**config.mk**
```make
export PLATFORM = sky130hd
export DESIGN_NAME = imem_loader
export DESIGN_NICKNAME = d
export VERILOG_FILES = /design/src/rtl/loader_pkg.sv /design/src/rtl/byte_packer.sv /design/src/rtl/imem_loader.sv
export SDC_FILE = /design/constraint.sdc
export NUM_CORES = 1
export LEC_CHECK = 0
export BUFFER_PORTS_ARGS = -buffer_cell sky130_fd_sc_hd__clkbuf_2
export CAP_MARGIN = 10
export CORE_MARGIN = 5
export CORE_UTILIZATION = 53
export DETAILED_ROUTE_END_ITERATION = 8
export GPL_ROUTABILITY_DRIVEN = 0
export GPL_TIMING_DRIVEN = 0
export HOLD_SLACK_MARGIN = 0.15
export PLACE_DENSITY = 0.82
export SLEW_MARGIN = 20
export SYNTH_ARGS = -nofsm -noshare
export SYNTH_HDL_FRONTEND = slang
export SYNTH_SLANG_ARGS = --single-unit
export TNS_END_PERCENT = 50
```
**constraint.sdc**
```tcl
create_clock -name clk -period 3.15 [get_ports clk]
set_input_delay 0.1575 -clock clk [delete_from_list [all_inputs] [get_ports clk]]
set_output_delay 0.1575 -clock clk [all_outputs]
set_load 0.005 [all_outputs]
```
**src/rtl/loader_pkg.sv**
```systemverilog
// loader_pkg
// Shared types and constants for the instruction-memory loader.
//   loader_state_e : loader FSM states
//   LEN_W          : width of the word-count field at the head of a frame
//   BYTE_W/WORD_W  : stream byte and instruction word widths
//   LAST_LANE      : byte index of the final (least significant) byte of a word
//   laneLsb()      : bit position of byte lane 0..3 inside a big-endian word
package loader_pkg;

    typedef enum logic [2:0] {
        IDLE,
        LEN_HI,
        LEN_LO,
        DATA,
        CSUM,
        DONE,
        ERR
    } loader_state_e;

    localparam int LEN_W  = 16;
    localparam int BYTE_W = 8;
    localparam int WORD_W = 32;
    localparam int LANES  = WORD_W / BYTE_W;

    localparam logic [1:0] LAST_LANE = 2'd3;

    // Lane 0 is the most significant byte, so lanes map to
    // bits [31:24], [23:16], [15:8], [7:0] in that order.
    function automatic int laneLsb(input logic [1:0] idx);
        return WORD_W - BYTE_W * (int'(idx) + 1);
    endfunction

endpackage

```
**src/rtl/byte_packer.sv**
```systemverilog
// byte_packer
// Assembles four stream bytes, most significant first, into a 32-bit word.
//   clk, rst   : clock and asynchronous active-high reset
//   clear_i    : restart packing at byte index 0
//   accept_i   : a byte is transferred this cycle
//   byte_i     : the byte being transferred
//   word_o     : the word as it would look with byte_i placed in the current lane
//   last_o     : the current lane is the final byte of a word
module byte_packer
    import loader_pkg::*;
(
    input  logic              clk,
    input  logic              rst,
    input  logic              clear_i,
    input  logic              accept_i,
    input  logic [BYTE_W-1:0] byte_i,
    output logic [WORD_W-1:0] word_o,
    output logic              last_o
);

    logic [1:0]        idx_q;
    logic [WORD_W-1:0] word_q;

    // Byte index and partially assembled word; the index wraps naturally
    // after the fourth byte so the next word starts in lane 0.
    always_ff @(posedge clk or posedge rst) begin
        if (rst) begin
            idx_q  <= '0;
            word_q <= '0;
        end else if (clear_i) begin
            idx_q  <= '0;
            word_q <= '0;
        end else if (accept_i) begin
            word_q[laneLsb(idx_q) +: BYTE_W] <= byte_i;
            idx_q                            <= idx_q + 2'd1;
        end
    end

    // The complete word is presented combinationally during the fourth byte
    // so the top level can register it on the same edge that consumes it.
    always_comb begin
        word_o                            = word_q;
        word_o[laneLsb(idx_q) +: BYTE_W]  = byte_i;
        last_o                            = (idx_q == LAST_LANE);
    end

endmodule

```
**src/rtl/imem_loader.sv**
```systemverilog
// imem_loader
// Loads a framed, checksummed byte stream into instruction memory and holds
// the processor in reset until a complete, verified image is present.
// Frame: LEN_HI, LEN_LO (word count N), 4*N data bytes, CSUM (XOR of all
// preceding frame bytes).
//   clk, rst  : clock and asynchronous active-high reset
//   start     : begin a load (honoured in IDLE, DONE, ERR)
//   in_data   : stream byte, transferred when in_valid && in_ready
//   in_valid  : stream byte valid
//   in_ready  : loader can accept a byte
//   wr_en     : one-cycle instruction memory write strobe
//   wr_addr   : word address of the write
//   wr_data   : instruction word
//   cpu_rst   : processor reset, low only once an image is verified
//   done      : image loaded and checksum matched
//   error     : checksum mismatch or length larger than the memory
module imem_loader
    import loader_pkg::*;
#(
    parameter int ADDR_W = 8
) (
    input  logic              clk,
    input  logic              rst,
    input  logic              start,
    input  logic [BYTE_W-1:0] in_data,
    input  logic              in_valid,
    output logic              in_ready,
    output logic              wr_en,
    output logic [ADDR_W-1:0] wr_addr,
    output logic [WORD_W-1:0] wr_data,
    output logic              cpu_rst,
    output logic              done,
    output logic              error
);

    // One extra bit so a full-memory image (N == 2^ADDR_W) is representable.
    localparam logic [LEN_W:0] CAPACITY = (LEN_W + 1)'(1) << ADDR_W;

    loader_state_e state_q, state_d;

    logic [LEN_W-1:0]  len_q, len_d;
    logic [LEN_W-1:0]  wordCnt_q, wordCnt_d;
    logic [BYTE_W-1:0] xor_q, xor_d;

    logic              in_ready_q, in_ready_d;
    logic              wr_en_q, wr_en_d;
    logic [ADDR_W-1:0] wr_addr_q, wr_addr_d;
    logic [WORD_W-1:0] wr_data_q, wr_data_d;
    logic              cpu_rst_q, cpu_rst_d;
    logic              done_q, done_d;
    logic              error_q, error_d;

    logic              xfer;
    logic              enterLenHi;
    logic              packAccept;
    logic              packLast;
    logic [WORD_W-1:0] packWord;
    logic [LEN_W:0]    lenFull;
    logic              lastWord;

    assign xfer       = in_valid && in_ready_q;
    assign packAccept = (state_q == DATA) && xfer;
    assign enterLenHi = (state_d == LEN_HI) && (state_q != LEN_HI);
    assign lenFull    = {1'b0, len_q[LEN_W-1:BYTE_W], in_data};
    assign lastWord   = (wordCnt_q == (len_q - LEN_W'(1)));

    byte_packer u_packer (
        .clk      (clk),
        .rst      (rst),
        .clear_i  (enterLenHi),
        .accept_i (packAccept),
        .byte_i   (in_data),
        .word_o   (packWord),
        .last_o   (packLast)
    );

    // FSM state register.
    always_ff @(posedge clk or posedge rst) begin
        if (rst) begin
            state_q <= IDLE;
        end else begin
            state_q <= state_d;
        end
    end

    // FSM next-state logic. An oversized length aborts straight to ERR
    // without consuming the checksum byte.
    always_comb begin
        state_d = state_q;
        unique case (state_q)
            IDLE, DONE, ERR: begin
                if (start) state_d = LEN_HI;
            end
            LEN_HI: begin
                if (xfer) state_d = LEN_LO;
            end
            LEN_LO: begin
                if (xfer) begin
                    if (lenFull > CAPACITY)  state_d = ERR;
                    else if (lenFull == '0)  state_d = CSUM;
                    else                     state_d = DATA;
                end
            end
            DATA: begin
                if (packAccept && packLast && lastWord) state_d = CSUM;
            end
            CSUM: begin
                if (xfer) state_d = (in_data == xor_q) ? DONE : ERR;
            end
            default: state_d = IDLE;
        endcase
    end

    // Output next-state logic. Status outputs follow the state being entered
    // so they change in the same cycle the new state becomes visible.
    always_comb begin
        in_ready_d = (state_d == LEN_HI) || (state_d == LEN_LO) ||
                     (state_d == DATA)   || (state_d == CSUM);
        cpu_rst_d  = (state_d != DONE);
        done_d     = (state_d == DONE);
        error_d    = (state_d == ERR);
        wr_en_d    = packAccept && packLast;
        wr_data_d  = wr_en_d ? packWord : wr_data_q;
        wr_addr_d  = wr_addr_q;
        if (enterLenHi) begin
            wr_addr_d = '0;
        end else if (wr_en_q) begin
            wr_addr_d = wr_addr_q + ADDR_W'(1);
        end
    end

    // Datapath next-state: length capture, word count and running checksum.
    always_comb begin
        len_d     = len_q;
        wordCnt_d = wordCnt_q;
        xor_d     = xor_q;
        if (enterLenHi) begin
            wordCnt_d = '0;
            xor_d     = '0;
        end else begin
            if (xfer && (state_q != CSUM)) xor_d = xor_q ^ in_data;
            if (xfer && (state_q == LEN_HI)) len_d = {in_data, len_q[BYTE_W-1:0]};
            if (xfer && (state_q == LEN_LO)) len_d = {len_q[LEN_W-1:BYTE_W], in_data};
            if (packAccept && packLast) wordCnt_d = wordCnt_q + LEN_W'(1);
        end
    end

    // Datapath and output registers; reset drops any pending write strobe.
    always_ff @(posedge clk or posedge rst) begin
        if (rst) begin
            len_q      <= '0;
            wordCnt_q  <= '0;
            xor_q      <= '0;
            in_ready_q <= 1'b0;
            wr_en_q    <= 1'b0;
            wr_addr_q  <= '0;
            wr_data_q  <= '0;
            cpu_rst_q  <= 1'b1;
            done_q     <= 1'b0;
            error_q    <= 1'b0;
        end else begin
            len_q      <= len_d;
            wordCnt_q  <= wordCnt_d;
            xor_q      <= xor_d;
            in_ready_q <= in_ready_d;
            wr_en_q    <= wr_en_d;
            wr_addr_q  <= wr_addr_d;
            wr_data_q  <= wr_data_d;
            cpu_rst_q  <= cpu_rst_d;
            done_q     <= done_d;
            error_q    <= error_d;
        end
    end

    assign in_ready = in_ready_q;
    assign wr_en    = wr_en_q;
    assign wr_addr  = wr_addr_q;
    assign wr_data  = wr_data_q;
    assign cpu_rst  = cpu_rst_q;
    assign done     = done_q;
    assign error    = error_q;

endmodule

```
**After elaboration in Yosys (flattened, before gate mapping)**

Index checks and enable logic that the tools add are counted.

- Register bits after elaboration: 122
- Bits of input ports: 12
- Output and inout bits: 45
- Logic and storage cells: 86

- Add/sub/neg operators: 7
- Order comparisons: 1
- Eq/ne operators: 18
- Shift operators: 2
- Multiplexer cells: 21
- Bitwise gates (word level): 3
- Reductions and logical operators: 20

Operators by type and width:

| cell | count |
|---|---|
| 2-to-1 mux 32 bit | 2 |
| 2-to-1 mux 8 bit | 5 |
| negation 32 -> 33 bit | 1 |
| variable shift 8 x 33 -> 32 bit, first input constant | 1 |
| variable part select 8 x 33 -> 32 bit | 1 |
| bitwise mux 32 bit | 1 |
| 2-to-1 mux 16 bit | 2 |
| subtractor 7 x 32 -> 32 bit, first input constant | 1 |
| 2-to-1 mux 3 bit | 7 |
| == test 3 bit, second input constant | 6 |
| zero test 17 bit | 1 |
| adder 16 x 1 -> 16 bit, second input constant | 1 |
| == test 16 bit | 1 |
| greater-than comparator 16 x 9 -> 1 bit, second input constant | 1 |
| subtractor 16 x 1 -> 16 bit, second input constant | 1 |
| case mux 3 bit (5 select lines) | 1 |
| == test 3 x 2 -> 1 bit, second input constant | 4 |
| adder 8 x 1 -> 8 bit, second input constant | 1 |
| == test 8 bit | 1 |
| logical AND 1 bit | 8 |
| nonzero test 2 bit | 4 |
| XOR 8 bit | 1 |
| == test 3 x 1 -> 1 bit, second input constant | 2 |
| 2-to-1 mux 2 bit | 3 |
| other kinds (11) | 15 |

**Logic depth before layout (Yosys ltp)**

- Depth in word-level cells: 10
- Gate-level depth with buffers: 10
- Mapped depth without buffers: 9

**Modules after synthesis**

From an unflattened synthesis, not the netlist that was laid out.

- Cell total of the unflattened synthesis: 577
- Area, all modules: 6288.5 sq um

By module, submodules not included:

| module | times used | cells each | area each (sq um) | seq. area each (sq um) |
|---|---|---|---|---|
| imem_loader | 1 | 394 | 4386.7 | 2203.4 |
| byte_packer | 1 | 183 | 1901.8 | 850.8 |

**Worst setup path before layout**

Ideal clock, no wire load.

- Path type: flip-flop to flip-flop
- From: register len_q[0]
- To: register state_q[0]
- Library setup time: 0.137 ns
- Arrival: 2.426 ns
- Data required time: 3.013 ns
- Slack: 0.587 ns
- Stages on the path, launching flop included: 11
- Path buffers: 1
- Clock period less this slack: 2.563 ns
- Path through: dfrtp_1 -> inv_1 -> ha_1 -> or4b_1 -> clkbuf_1 -> or4_1 -> a31oi_1 -> o32ai_1 -> nor4_2 -> or2_1 -> nand2_1

- Word-level cells in the longest chain between the ends: 5

Ends and longest elaborated chain:

| item | line | text |
|---|---|---|
| from (decl) | imem_loader.sv:41 | `logic [LEN_W-1:0] len_q, len_d;` |
| from (signal assigned) | imem_loader.sv:162 | `len_q <= len_d;` |
| subtractor 16 x 1 -> 16 bit | imem_loader.sv:65 | `assign lastWord = (wordCnt_q == (len_q - LEN_W'(1)));` |
| == test 16 bit | imem_loader.sv:65 |  |
| logical AND 1 bit | imem_loader.sv:105 | `if (packAccept && packLast && lastWord) state_d = CSUM;` |
| 2-to-1 mux 3 bit | imem_loader.sv:105 |  |
| case mux 3 bit (5 select lines) | imem_loader.sv:90 | `unique case (state_q)` |
| via state_d[0] | imem_loader.sv:39 | `loader_state_e state_q, state_d;` |
| to (signal assigned) | imem_loader.sv:82 | `state_q <= state_d;` |
| to (decl) | imem_loader.sv:39 |  |

The timed path passes the listed nets, and every way through them passes these cells.
A chain may end at the register's enable or synchronous reset.

**Worst setup path in the final report**

- From: register len_q[0]
- To: register error_q, in the netlist error

- Word-level cells in the longest chain between the ends: 6

Ends and longest elaborated chain:

| item | line | text |
|---|---|---|
| subtractor 16 x 1 -> 16 bit | imem_loader.sv:65 |  |
| == test 16 bit | imem_loader.sv:65 |  |
| logical AND 1 bit | imem_loader.sv:105 |  |
| 2-to-1 mux 3 bit | imem_loader.sv:105 |  |
| case mux 3 bit (5 select lines) | imem_loader.sv:90 |  |
| == test 3 bit | imem_loader.sv:121 | `error_d = (state_d == ERR);` |
| via error_d | imem_loader.sv:51 | `logic error_q, error_d;` |
| to (signal assigned) | imem_loader.sv:171 | `error_q <= error_d;` |
| to (decl) | imem_loader.sv:51 |  |

The timed path passes the listed nets, and every way through them passes these cells.

==> impl_metrics.json <==
{
  "syn_avg_cell_area_um2": 9.29,
  "fillers": 823,
  "power.leakage_nw": 3.22,
  "layer_carrying_the_most_global_route_usage": "met2",
  "routed_via_density": 5.82,
  "postRouteWirelength_um": 15200,
  "detail_route.first_pass.iterations": 5,
  "cts-buffers-inserted": 17,
  "hold_path_startpoint": "start",
  "tns_ps": 0,
  "status": "complete, no violations",
  "portBuffers": 56,
  "fin_nets": 724,
  "synth.net_count": 636,
  "clk_root_buffer_cell": "sky130_fd_sc_hd__clkbuf_8",
  "chipHeight_um": 114,
  "synth.cell_area_mm2": 0.00572,
  "worstMarginPinSlew_ps": 947,
  "maximum_number_of_pins_on_one_net_before_global_route_repair": 38,
  "max-cap-violations": 0,
  "rsz_0062_raised_after_global_routing": "false",
  "global_route.usage.met3_pct": 5.62,
  "critical_path_class": "reg -> reg",
  "synth_cell_type_count": 48,
  "floorplan.core_area_mm2": 0.0107,
  "first_global_vias": 5072,
  "numClockSinks": 114,
  "crit_path_max_fanout": 7,
  "worstHoldPathCells": 4,
  "path_clk_slew_ps": 60,
  "cts_tree": "built",
  "cts_resized": 0,
  "dieArea_mm2": 0.0130,
  "worstHoldPathType": "in -> reg",
  "route.vias.total": 4989,
  "reg2reg_slack_ps": 230,
  "insertion_delay_ps": 530,
  "syn2layout_area_growth_pct": 22.2,
  "cp.required_ps": 3590,
  "synth_enable_flop_cells": 0,
  "worst_hold_path.endpoint": "cpu_rst$_DFF_PP1_",
  "synth_sequential_area_ratio_pct": 49.9,
  "clockBufferDepth": 2,
  "antenna_cells_inserted": 0,
  "p_per_area_mw_per_mm2": 781,
  "most_frequent_standard_cell_in_the_layout_excluding_fill_and_tap_cells": "sky130_fd_sc_hd__dfrtp_1",
  "wl_per_cell_um": 17.7,
  "dr.first_iter.drc_count": 434,
  "timing.hold.ws_ps": 176,
  "finalClockSkew_ps": 8.72,
  "grt_met1_usage_pct": 31.0,
  "ys_ff_latch": 114,
  "postSynth.asyncResetShare_pct": 100,
  "max_clock_freq_ghz": 0.343,
  "drive_gt1_share_pct": 15.2,
  "met2_usage_pct": 40.4,
  "slew_headroom_pct": 36.4,
  "start_kind": "register",
  "drtAntennaViolNets": 0,
  "htreeDepth": 4,
  "drcViolationCount": 0,
  "reg2reg_depth": 11,
  "highest_count_cells_in_the_layout_ignoring_fill_and_taps": "sky130_fd_sc_hd__dfrtp_1, sky130_fd_sc_hd__nand2_1, sky130_fd_sc_hd__nor2_1",
  "worstPathArrival_ps": 3360,
  "floorplan.io_pins": 57,
  "worst_r2r_endpoint": "error$_DFF_PP0_",
  "timing.final.hold_violations": 0,
  "slew_violations": 0,
  "yosys_warnings": 0,
  "report.final.setup_viol": 0,
  "die_w_um": 114,
  "postSynthCellCount": 616,
  "wire_length_of_the_first_global_routing_pass_um": 25400,
  "worst_ir_drop_vdd_uv": 491,
  "grt-ovfl-total": 0,
  "grtUsageTotal_pct": 24.7,
  "fp-row-count": 38,
  "overall_power_mw": 5.46,
  "post-route-period-util_pct": 92.6,
  "endpoint_kind": "register",
  "floorplan.initialDensity_pct": 53.5,
  "synth_flop_cell": "sky130_fd_sc_hd__dfrtp_1",
  "rr_startpoint": "len_q[0]$_DFFE_PP0P_",
  "hpwlAfterDp_um": 10200,
  "period_needed_ps": 2920,
  "antenna_found_initial": 0
}
[layout make-up]
| class | count | area, um^2 | area share, % |
|---|---|---|---|
| sequential | 114 | 2850 | 40.8 |
| timing repair buffer | 69 | 445 | 6.37 |
| buffer | 37 | 148 | 2.11 |
| clock inverter | 12 | 179 | 2.56 |
| multi-input combinational | 452 | 2690 | 38.4 |
| tap | 140 | 175 | 2.50 |
| inverter | 13 | 52.6 | 0.751 |
| clock buffer | 20 | 455 | 6.51 |
[Yosys cell counts, drive strengths merged (13+ instances only)]
cell type	count	area share, %
nor4	14	1.6
clkbuf	34	2.2
nor2	62	4.1
xnor2	16	2.4
nor2b	26	2.8
dfrtp	113	49
xor2	40	6.1
a22oi	25	3.3
o21ai	41	3.6
inv	13	0.85
a21oi	34	3.0
nand2	95	6.2
[metrics by stage]
stage | utilization, % | instances | area, um^2 | worst slack (ps)
after floorplan | - | 616 | 5730 | 587
after global placement | 57.8 | 812 | 6180 | 233
after detailed placement | 58.5 | 815 | 6260 | 162
after CTS | 65.3 | 856 | 6980 | 31.1
after global routing | 65.4 | 857 | 6990 | 89.0
final | 65.4 | 857 | 6990 | 232
[power breakdown]
part / switching [mW] / internal, mW
Sequential: 0.236 / 1.69
Clock: 0.691 / 1.35
Combinational: 0.904 / 0.596
[per-layer routing]
metal	vias up	share of wire [%]
li1	2283	-
met5	-	0
met1	2448	41
met4	0	3.2
met3	49	5.6
met2	209	50
[critical path: stages, from the launching register on]
cell and delay [ps]:
sky130_fd_sc_hd__dfrtp_1 420, sky130_fd_sc_hd__inv_1 110, sky130_fd_sc_hd__ha_1 230, sky130_fd_sc_hd__or4b_1 460, sky130_fd_sc_hd__clkbuf_1 180, sky130_fd_sc_hd__or4_1 470
sky130_fd_sc_hd__a31oi_1 250, sky130_fd_sc_hd__o32ai_1 140, sky130_fd_sc_hd__nor4_2 150, sky130_fd_sc_hd__buf_4 170, sky130_fd_sc_hd__nor2_1 60, sky130_fd_sc_hd__nor3b_2 190
[cells by family after synthesis]
kind of cell               synth area share, %
xor gates and xnor gates                  8.98
buffers and inverters                     3.43
DFF                                       49.9
AOI/OAI and AO/OA                         11.4
adders and majority gates                 1.92
and+or+nand+nor                           22.1
muxes                                     2.27
[flip-flops by register name (all words and copies together), names as in the netlist]
| register | cells |
|---|---|
| cpu_rst | 1 |
| done | 1 |
| error | 1 |
| in_ready | 1 |
| len_q | 16 |
| state_q | 3 |
| u_packer.idx_q | 2 |
| u_packer.word_q | 24 |
| wordCnt_q | 16 |
| wr_addr | 8 |
| wr_data | 32 |
| wr_en | 1 |
| xor_q | 8 |
[worst max path at each step]
stage / endpoint / cells after the start / slack (ps) / from
2_1_floorplan: state_q[0]$_DFF_PP0_ / 10 / 590 / len_q[0]$_DFFE_PP0P_
3_3_place_gp: error$_DFF_PP0_ / 10 / 230 / len_q[0]$_DFFE_PP0P_
3_5_place_dp: state_q[1]$_DFF_PP0_ / 10 / 160 / len_q[0]$_DFFE_PP0P_
4_1_cts: error$_DFF_PP0_ / 10 / 30 / len_q[0]$_DFFE_PP0P_
5_1_grt: state_q[1]$_DFF_PP0_ / 11 / 90 / len_q[0]$_DFFE_PP0P_
6_report: error$_DFF_PP0_ / 11 / 230 / len_q[0]$_DFFE_PP0P_
[repair_timing]
item | in CTS | in global routing
buffers inserted | 0 | 1
hold buffers | 9 | 0
endpoints found under the hold margin | 93 | 0
endpoints found under the setup margin | 0 | 6
(Power assumes the default switching activity.)
